## src/rtl/blob_pkg.sv

```systemverilog
// Shared constants and the per-lane round/shift/saturate helper for the blob
// requantization datapath.
`timescale 1ns/1ps
package blob_pkg;

  localparam int BLOB_LANES  = 8;
  localparam int BLOB_DIN_W  = 8;
  localparam int BLOB_DOUT_W = 8;

  // Rounded arithmetic right shift (round half up), then clamp to a signed
  // dout_w range; relu forces negatives to zero after the clamp. Integer
  // arithmetic is wide enough that the rounding add never overflows.
  function automatic int lane_requant(input int x, input int shift,
                                      input int dout_w, input bit relu);
    int y;
    int hi;
    int lo;
    y  = (shift == 0) ? x : ((x + (1 << (shift - 1))) >>> shift);
    hi = (1 << (dout_w - 1)) - 1;
    lo = -(1 << (dout_w - 1));
    if (y > hi) begin
      y = hi;
    end else if (y < lo) begin
      y = lo;
    end
    if (relu && (y < 0)) begin
      y = 0;
    end
    return y;
  endfunction

endpackage

```

## src/rtl/blob_sync_fifo.sv

```systemverilog
// Single-clock FIFO with occupancy count; push and pop may occur together.
// The head word is presented combinationally on o_data.
`timescale 1ns/1ps
module blob_sync_fifo #(
  parameter int WIDTH = 8,
  parameter int DEPTH = 4
) (
  input  logic                     clk,
  input  logic                     rst,
  input  logic                     i_push,
  input  logic [WIDTH-1:0]         i_data,
  input  logic                     i_pop,
  output logic [WIDTH-1:0]         o_data,
  output logic [$clog2(DEPTH):0]   o_count,
  output logic                     o_empty
);

  localparam int AW = $clog2(DEPTH);
  localparam int CW = AW + 1;

  logic [WIDTH-1:0] r_mem [DEPTH];
  logic [AW-1:0]    r_wr_ptr;
  logic [AW-1:0]    r_rd_ptr;
  logic [CW-1:0]    r_count;
  logic             w_do_push;
  logic             w_do_pop;

  assign w_do_push = i_push && (r_count != CW'(DEPTH));
  assign w_do_pop  = i_pop && (r_count != '0);

  // NOTE: storage has no reset; an entry is only ever read after it was written,
  // and the empty head is masked by the consumer.
  always_ff @(posedge clk) begin
    if (w_do_push) begin
      r_mem[r_wr_ptr] <= i_data;
    end
  end

  always_ff @(posedge clk or posedge rst) begin
    if (rst) begin
      r_wr_ptr <= '0;
      r_rd_ptr <= '0;
      r_count  <= '0;
    end else begin
      if (w_do_push) begin
        r_wr_ptr <= r_wr_ptr + AW'(1);
      end
      if (w_do_pop) begin
        r_rd_ptr <= r_rd_ptr + AW'(1);
      end
      case ({w_do_push, w_do_pop})
        2'b10:   r_count <= r_count + CW'(1);
        2'b01:   r_count <= r_count - CW'(1);
        default: r_count <= r_count;
      endcase
    end
  end

  assign o_data  = r_mem[r_rd_ptr];
  assign o_count = r_count;
  assign o_empty = (r_count == '0);

endmodule

```

## src/rtl/blob_requant_stage.sv

```systemverilog
// Requantizes the pooled blob stream lane by lane, checks frame length and
// re-emits it through a credit-controlled output FIFO.
// Define BLOB_REQUANT_RELU_EN to fuse a ReLU after saturation.
`timescale 1ns/1ps
module blob_requant_stage
  import blob_pkg::*;
#(
  parameter int LANES           = BLOB_LANES,
  parameter int DIN_W           = BLOB_DIN_W,
  parameter int DOUT_W          = BLOB_DOUT_W,
  parameter int SHIFT           = 0,
  parameter int WORDS_PER_FRAME = 256,
  parameter int FIFO_DEPTH      = 4
) (
  input  logic                    clk,
  input  logic                    rst,
  input  logic                    blob_din_en,
  output logic                    blob_din_rdy,
  input  logic                    blob_din_eop,
  input  logic [LANES*DIN_W-1:0]  blob_din,
  input  logic                    blob_dout_rdy,
  output logic                    blob_dout_en,
  output logic                    blob_dout_eop,
  output logic [LANES*DOUT_W-1:0] blob_dout,
  output logic                    frame_err
);

  localparam int DW     = LANES * DOUT_W;
  localparam int FW     = DW + 1;
  localparam int CNT_W  = $clog2(FIFO_DEPTH) + 1;
  localparam int WCNT_W = $clog2(WORDS_PER_FRAME);
  localparam logic [WCNT_W-1:0] LAST_WORD = WCNT_W'(WORDS_PER_FRAME - 1);

`ifdef BLOB_REQUANT_RELU_EN
  localparam bit RELU_EN = 1'b1;
`else
  localparam bit RELU_EN = 1'b0;
`endif

  logic              w_accept;
  logic [DW-1:0]     w_lane_word;
  logic              r_s1_valid;
  logic              r_s1_eop;
  logic [DW-1:0]     r_s1_data;
  logic [FW-1:0]     w_fifo_head;
  logic [CNT_W-1:0]  w_fifo_count;
  logic              w_fifo_empty;
  logic              w_pop;
  logic [WCNT_W-1:0] r_wcnt;
  logic [WCNT_W-1:0] w_wcnt_next;
  logic              r_frame_err;
  logic              w_err_set;

  // Credit is computed from registers only, so downstream ready never reaches
  // upstream ready combinationally.
  assign blob_din_rdy = (CNT_W'(r_s1_valid) + w_fifo_count) < CNT_W'(FIFO_DEPTH);
  assign w_accept     = blob_din_en && blob_din_rdy;

  for (genvar g = 0; g < LANES; g++) begin : g_lane
    assign w_lane_word[g*DOUT_W +: DOUT_W] =
      DOUT_W'(lane_requant(int'(signed'(blob_din[g*DIN_W +: DIN_W])),
                           SHIFT, DOUT_W, RELU_EN));
  end

  // NOTE: sequential state uses non-blocking assignments so every register
  // samples pre-edge values regardless of process ordering.
  always_ff @(posedge clk or posedge rst) begin
    if (rst) begin
      r_s1_valid <= 1'b0;
      r_s1_eop   <= 1'b0;
      r_s1_data  <= '0;
    end else begin
      r_s1_valid <= w_accept;
      if (w_accept) begin
        r_s1_eop  <= blob_din_eop;
        r_s1_data <= w_lane_word;
      end
    end
  end

  // s1 drains unconditionally; the credit rule guarantees a free entry.
  blob_sync_fifo #(
    .WIDTH (FW),
    .DEPTH (FIFO_DEPTH)
  ) u_fifo (
    .clk     (clk),
    .rst     (rst),
    .i_push  (r_s1_valid),
    .i_data  ({r_s1_eop, r_s1_data}),
    .i_pop   (w_pop),
    .o_data  (w_fifo_head),
    .o_count (w_fifo_count),
    .o_empty (w_fifo_empty)
  );

  assign w_pop         = !w_fifo_empty && blob_dout_rdy;
  assign blob_dout_en  = w_pop;
  assign blob_dout     = w_fifo_empty ? '0 : w_fifo_head[DW-1:0];
  assign blob_dout_eop = !w_fifo_empty && w_fifo_head[DW];

  // NOTE: defaults first so no path through this block infers a latch.
  always_comb begin
    w_wcnt_next = r_wcnt;
    w_err_set   = 1'b0;
    if (w_accept) begin
      if (r_wcnt == LAST_WORD) begin
        w_wcnt_next = '0;
        w_err_set   = !blob_din_eop;
      end else if (blob_din_eop) begin
        w_wcnt_next = '0;
        w_err_set   = 1'b1;
      end else begin
        w_wcnt_next = r_wcnt + WCNT_W'(1);
      end
    end
  end

  always_ff @(posedge clk or posedge rst) begin
    if (rst) begin
      r_wcnt      <= '0;
      r_frame_err <= 1'b0;
    end else begin
      r_wcnt <= w_wcnt_next;
      if (w_err_set) begin
        r_frame_err <= 1'b1;
      end
    end
  end

  assign frame_err = r_frame_err;

endmodule

```

## config.mk

```make
export PLATFORM = sky130hd
export DESIGN_NAME = blob_requant_stage
export DESIGN_NICKNAME = d
export VERILOG_FILES = /design/src/rtl/blob_pkg.sv /design/src/rtl/blob_sync_fifo.sv /design/src/rtl/blob_requant_stage.sv
export SDC_FILE = /design/constraint.sdc
export NUM_CORES = 1
export LEC_CHECK = 0
export CAP_MARGIN = 20
export CORE_UTILIZATION = 25
export CTS_CLUSTER_DIAMETER = 150
export CTS_CLUSTER_SIZE = 24
export DETAILED_ROUTE_END_ITERATION = 7
export HOLD_SLACK_MARGIN = 0.12
export PLACE_DENSITY_LB_ADDON = 0.05
export SYNTH_ARGS = -nofsm -noshare
export SYNTH_HDL_FRONTEND = slang
export SYNTH_SLANG_ARGS = --single-unit
```

## constraint.sdc

```tcl
create_clock -name clk -period 2.6 [get_ports clk]
set_input_delay 0.26 -clock clk [delete_from_list [all_inputs] [get_ports clk]]
set_output_delay 0.26 -clock clk [all_outputs]
set_load 0.01 [all_outputs]
```

==> results.md, run 1 <==
- Post-synthesis mux area share: 0.174
- RePlAce Congestion: about 0.65
- CP endpoint kind: primary output
- Total GRT Usage: 0.122
- Mapped cell area: 13300 µm²
- Data arrival time of the worst path: 2260 ps
- DR vias: 6477
- First-pass GRT wire length: 48.1 mm
- Final Setup Violations: 0
- Max-cap violations: 0
- Post-DR wirelength/cell: between 20 and 25 µm
- Clk_skew: 22.4 ps
- Largest fanout on the critical path: 9
- Number of global-route vias before repair: 7212
- Worst Setup Start Kind: flip-flop
- Sw frac: 0.313
- I/O Buffers: 136
- CP Cell Sequence: buf_12 -> buf_12 -> buf_16 -> mux4_2 -> nor2b_1 -> clkdlybuf4s15_1
- Synth-to-layout area growth: 25.4%
- Clock Tree Root: clkbuf_16
- Hold Path Class: in2async
- Commonest non-fill, non-tap cell in the layout: edfxtp_1
- Die width: 233 µm
- Sequential fraction of design power: 0.452
- RSZ-0062 raised after global routing: yes
- Comb pwr share: 0.386
- Simple-gate share of the synthesized area: 0.0450
- Drt drc: 0
- Status: finished, final reports clean
- Seq/Total Area, Yosys: 0.742
- DRT Wirelength: 32.5 mm
- CTS Buf Count: 18
- Yosys cell types: 41
- Tcrit/Tclk final: 0.971
- Compound-gate portion of the synthesized area: 0.00885
- Post-synthesis register bit count: approximately 340
- Core ar.: 52600 µm²
- Most frequent cells in the layout: 260 x edfxtp_1, 80 x dfrtp_1, 71 x clkdlybuf4s50_1
- Pre-CTS setup slack: 272 ps
- Max_slew headroom: 0.622
- Pwr Density: around 1200 nW/µm²
- Multi-input gate area: 3240 µm²
- Crit path time final: 2520 ps
- Cell row count: 84
- Pre-antenna DRT Iters: 6
- DP Wirelength: 20.0 mm
- Ratio of cells with drive above 1 in the final layout: 0.309
- Sink Count: 342
- Crit path required time: 2340 ps
- Layout fillers: 5137
- Synth Area in Adders: 0.00716
- Crit Path Class: reg2out
- Main combinational cell family by area after synthesis: multiplexers
- ANT cells: 0
- Worst stage delay on the critical path: 520 ps
- Core Util, Final: 0.317
- Static Leak: 5.84 nW
- Top Ports: 137
- Clk slew on worst S/H paths: 100 ps
- Clock tree from TritonCTS: done
- Net switching power: 0.00607 W
- Mean post-synth cell area: 20.5 µm²
- Internal: around 0.013 W
- Slew @ Worst Pin: 566 ps
- Vias per cell: 4.22
- Die ar.: 54100 µm²
- CTS max path bufs: 3
- Antenna violations before repair: 0
- Clk Latency, worst-skew pair: around 530 ps
- Synth Instances: approximately 650
- Slowest-stage cell, CP: dfrtp_4
- Top cell by count, worst path: buf_12
- DP Cell Count: 1480
- Final worst slack: 76.1 ps
- Pin count of the biggest net entering global routing: 47
- Iter 0 DRT Violations: 304
- Yosys warning total: 0
- Clock share of power: 0.162
- H-tree depth: 1
- Fin Setup TNS: 0 ps
- Sequential cell area: 9870 µm²
- Die Ht: 233 µm
- Maximum VDD drop: 0.000514 V
- F_max: 396 MHz
- Finished Layout Cells: 1535
- Final Max Tran Viols: 0
- Total grt overflow: 0
- Routed Antenna Nets: 0
- Syn nets: 723
- Nets: ~910
- Starting utilization of the core area: 0.253
- Fin. Hold Viols: 0
- XOR/XNOR share of the synthesized area: 0.00584
==> layer usage <==
layer	track usage	vias to the layer above	wire (µm)
li1	-	2888	-
met4	0.0219	0	463
met1	0.160	3465	14600
met3	0.0176	24	967
met2	0.213	100	16500
met5	0	-	0
==> layout make-up <==
| class | count | share of cell area |
|---|---|---|
| Clock buffer | 30 | 0.0310 |
| Clock inverter | 1 | 0.00120 |
| Inverter | 14 | 0.00360 |
| Multi-Input combinational cell | 261 | 0.195 |
| Sequential cell | 342 | 0.592 |
| Tap cell | 688 | 0.0517 |
| Timing Repair Buffer | 199 | 0.126 |
==> through the flow <==
| stage | instance area [µm²] | hold WS (ps) | power (W) |
|---|---|---|---|
| 3_3_place_gp | 15900 | 446 | 0.0165 |
| 3_5_place_dp | 15900 | 448 | 0.0166 |
| 6_report | 16700 | 137 | 0.0194 |
| 2_1_floorplan | 13300 | 408 | 0.0128 |
| 5_1_grt | 16700 | 154 | 0.0206 |
| 4_1_cts | 16600 | 141 | 0.0198 |
==> critical path, delay by kind of cell (launching register included) <==
family                 cells  cell delay (ps)
buffers and inverters      4              670
flip-flops                 1              520
multiplexers               1              400
AND/OR/NAND/NOR            1              140
==> Yosys cell counts <==
master,number,area share
edfxtp_1,260,0.59
dfrtp_1,82,0.15
nor2b_1,66,0.031
mux4_2,65,0.11
mux2_2,37,0.031
mux2_4,28,0.032
clkbuf_1,13,0.0037
inv_1,12,0.0034
buf_4,7,0.0040
and2_1,6,0.0028
ha_1,6,0.0057
a21oi_1,5,0.0019
o21ai_0,5,0.0019
buf_2,4,0.0015
nand3_1,4,0.0015
o31ai_1,4,0.0023
xor2_1,4,0.0026
buf_6,3,0.0025
nand2_1,3,0.00085
nor2_1,3,0.00085
nor3_1,3,0.0011
or4_1,3,0.0017
xnor2_1,3,0.0020
and4_1,2,0.0013
buf_1,2,0.00057
nand4_1,2,0.00094
a21o_1,1,0.00057
a31oi_1,1,0.00047
a41oi_1,1,0.00066
clkbuf_2,1,0.00038
fa_1,1,0.0015
inv_2,1,0.00028
inv_6,1,0.00066
mux2i_1,1,0.00075
nand2_4,1,0.00085
nand3_2,1,0.00075
nand4b_1,1,0.00066
o22ai_1,1,0.00047
o2bb2ai_1,1,0.00066
or3_2,1,0.00057
xnor2_2,1,0.0012
==> sequential cells by signal, indices dropped and copies added (netlist names) <==
name and cells:
u_fifo.r_mem 260, r_s1_data 64, r_wcnt 8, u_fifo.o_count 3, u_fifo.r_rd_ptr 2, u_fifo.r_wr_ptr 2, frame_err 1, r_s1_eop 1
r_s1_valid 1
==> power by group through the flow <==
stage	sequential (W)	combinational, W	clock, W
floorplan	0.00858	0.00421	0
global placement	0.00886	0.00759	0
detailed placement	0.00899	0.00762	0
CTS	0.00881	0.00772	0.00330
global route	0.00897	0.00813	0.00347
finish	0.00878	0.00751	0.00314
==> cell families after synthesis <==
kind of cell | Yosys count
AOI/OAI and AO/OA | 19
muxes | 131
xor gates and xnor gates | 8
DFF | 342
and+or+nand+nor | 96
buffers and inverters | 44
adders and majority gates | 7
==> path summary, 6_finish.rpt <==
| path | endpoint | slack [ps] | start | cells past startpoint |
|---|---|---|---|---|
| worst max register to register | u_fifo.o_count[2] | 550 | u_fifo.o_count[0] | 9 |
| worst min register to register | frame_err | 490 | frame_err | 1 |
| max in group asynchronous | u_fifo.r_rd_ptr[1] | 1640 | rst | 3 |
| worst max-delay path | blob_dout[13] | 80 | u_fifo.r_rd_ptr[0] | 6 |
| min in group clk | r_s1_data[55] | 340 | blob_din[55] | 2 |
| worst min-delay path | frame_err | 140 | rst | 2 |
==> timing repair <==
action,4_1_cts,5_1_grt
setup buffers,18,3
cloned,3,1
resized for setup,138,34
hold buffers,0,0
endpoints found under the setup margin,65,34
Note: power is estimated with default switching activity, not from simulation.
==> run 2: changes to the inputs <==
Settings changed: MAX_ROUTING_LAYER set to met4.
==> results.md, run 2 (synthesized netlist as in run 1, its figures left out) <==
- Die Ht: 233 µm
- Iter 0 DRT Violations: 315
- Number of global-route vias before repair: 7220
- Synth-to-layout area growth: 25.5%
- Sink Count: ~340
- Pwr Density: ~1200 nW/µm²
- Vias per cell: about 4.2
- Clock share of power: 0.161
- Final Setup Violations: 0
- RePlAce Congestion: 0.652
- Ratio of cells with drive above 1 in the final layout: 0.308
- Tcrit/Tclk final: 0.970
- Slowest-stage cell, CP: dfrtp_4
- DP Wirelength: 20.0 mm
- CTS max path bufs: 3
- H-tree depth: 1
- Largest fanout on the critical path: 9
- Worst Setup Start Kind: flip-flop
- Reg2reg start: u_fifo.o_count[0]
- Most frequent cells in the layout: 260 x edfxtp_1, 80 x dfrtp_1, 71 x clkdlybuf4s50_1
- First-pass GRT wire length: roughly 48 mm
- Core ar.: around 53000 µm²
- Clock tree from TritonCTS: done
- Worst r2r path cells: 9
- Slew @ Worst Pin: 564 ps
- Maximum VDD drop: 0.000513 V
- Starting utilization of the core area: 0.253
- Critical path's top delay family: buffers and inverters
- Clk Latency, worst-skew pair: approximately 530 ps
- DR vias: 6469
- CP Depth: 6
- Internal: 0.0134 W
- Final Max Tran Viols: 0
- Routed Antenna Nets: 0
- Hold Path Class: in2async
- Max-cap violations: 0
- Status: finished, final reports clean
- CP Buf/Inv Count: 4
- CP Cell Sequence: buf_12 -> buf_12 -> buf_16 -> mux4_2 -> nor2b_1 -> clkdlybuf4s15_1
- Sequential fraction of design power: 0.452
- Top cell by count, worst path: buf_12
- Max_slew headroom: 0.624
- DRT Wirelength: 32.6 mm
- Sw frac: 0.313
- Cell row count: 84
- Pre-antenna DRT Iters: 5
- Sequential cell area: 9870 µm²
- Multi-input gate area: about 3200 µm²
- Die ar.: approximately 54000 µm²
- Pre-CTS setup slack: 272 ps
- I/O Buffers: 136
- Worst stage delay on the critical path: 520 ps
- Crit path time final: ~2500 ps
- Drt drc: 0
- F_max: 397 MHz
- Top Ports: approximately 140
- Post-DR wirelength/cell: between 20 and 25 µm
- CP endpoint kind: primary output
- Commonest non-fill, non-tap cell in the layout: edfxtp_1
- Worst setup path startpoint: u_fifo.r_rd_ptr[0]
- Top reg by flops: u_fifo.r_mem
- Net switching power: 0.00608 W
- Data arrival time of the worst path: approximately 2300 ps
- Crit path required time: 2340 ps
- Cts hold-fix bufs: 0
- CTS Buf Count: 18
- Clock Tree Root: clkbuf_16
- Largest register FFs: 260
- Antenna violations before repair: 0
- Die width: 233 µm
- Fin. Hold Viols: 0
- Pin count of the biggest net entering global routing: between 40 and 50
- Final worst slack: 79.2 ps
- Clk slew on worst S/H paths: about 100 ps
- Total grt overflow: 0
- Nets: 912
- Layout fillers: 5136
- Comb pwr share: 0.387
- Clk_skew: 21.1 ps
- Biggest regs: u_fifo.r_mem: 260 flops, r_s1_data: 64 flops, r_wcnt: 8 flops
- ANT cells: 0
- Total GRT Usage: 0.125
- Finished Layout Cells: 1535
- Crit Path Class: reg2out
- DP Cell Count: 1480
- Static Leak: 5.84 nW
[run 2: changes by cell type in the layout (fill, tap and decap cells not counted), sizes merged]
cell and delta:
clkbuf -1, clkdlybuf4s15 +1
[run 2: path summary, 6_finish.rpt]
| kind | endpoint | slack [ps] |
|---|---|---|
| max | blob_dout[13] | 80 |
| min reg2reg | frame_err | 490 |
| min | frame_err | 140 |
| min in group clk | r_s1_data[55] | 340 |
| max reg2reg | u_fifo.o_count[2] | 550 |
| max in group asynchronous | u_fifo.r_rd_ptr[1] | 1640 |
[run 2: power by group through the flow]
stage	combinational (W)	sequential [W]	clock (W)
4_1_cts	0.00772	0.00881	0.00330
3_5_place_dp	0.00762	0.00899	0
3_3_place_gp	0.00759	0.00886	0
5_1_grt	0.00814	0.00897	0.00346
2_1_floorplan	0.00421	0.00858	0
6_report	0.00753	0.00878	0.00313
[run 2: timing repair]
action                                  in CTS  in global routing
endpoints found under the setup margin      65                 34
buffers inserted                            18                  3
endpoints found under the hold margin        0                  0
gates resized for setup                    138                 33
pin swaps                                    0                  0
gates cloned                                 3                  1
[run 2: area by class of cell]
cell class | instances | share of cell area
repair buffers | 199 | 0.126
clock buffers | 30 | 0.0310
flip-flops and latches | 342 | 0.592
inverters | 14 | 0.00360
clock inverters | 1 | 0.00120
multi-input cells | 261 | 0.195
well taps | 688 | 0.0516
[run 2: metal layers]
| metal | track usage | routed length [µm] |
|---|---|---|
| met1 | 0.160 | 14600 |
| met3 | 0.0176 | 981 |
| met2 | 0.213 | 16500 |
| met5 | - | 0 |
| met4 | 0.0219 | 446 |
[run 2: through the flow]
stage	setup TNS [ps]	hold slack (ps)	instance area [µm²]	utilization	power [W]
2_1_floorplan	0	408	13300	-	0.0128
3_3_place_gp	0	446	15900	0.303	0.0165
3_5_place_dp	0	448	15900	0.303	0.0166
4_1_cts	-226	141	16600	0.317	0.0198
5_1_grt	-2.16	154	16700	0.317	0.0206
6_report	0	137	16700	0.317	0.0194
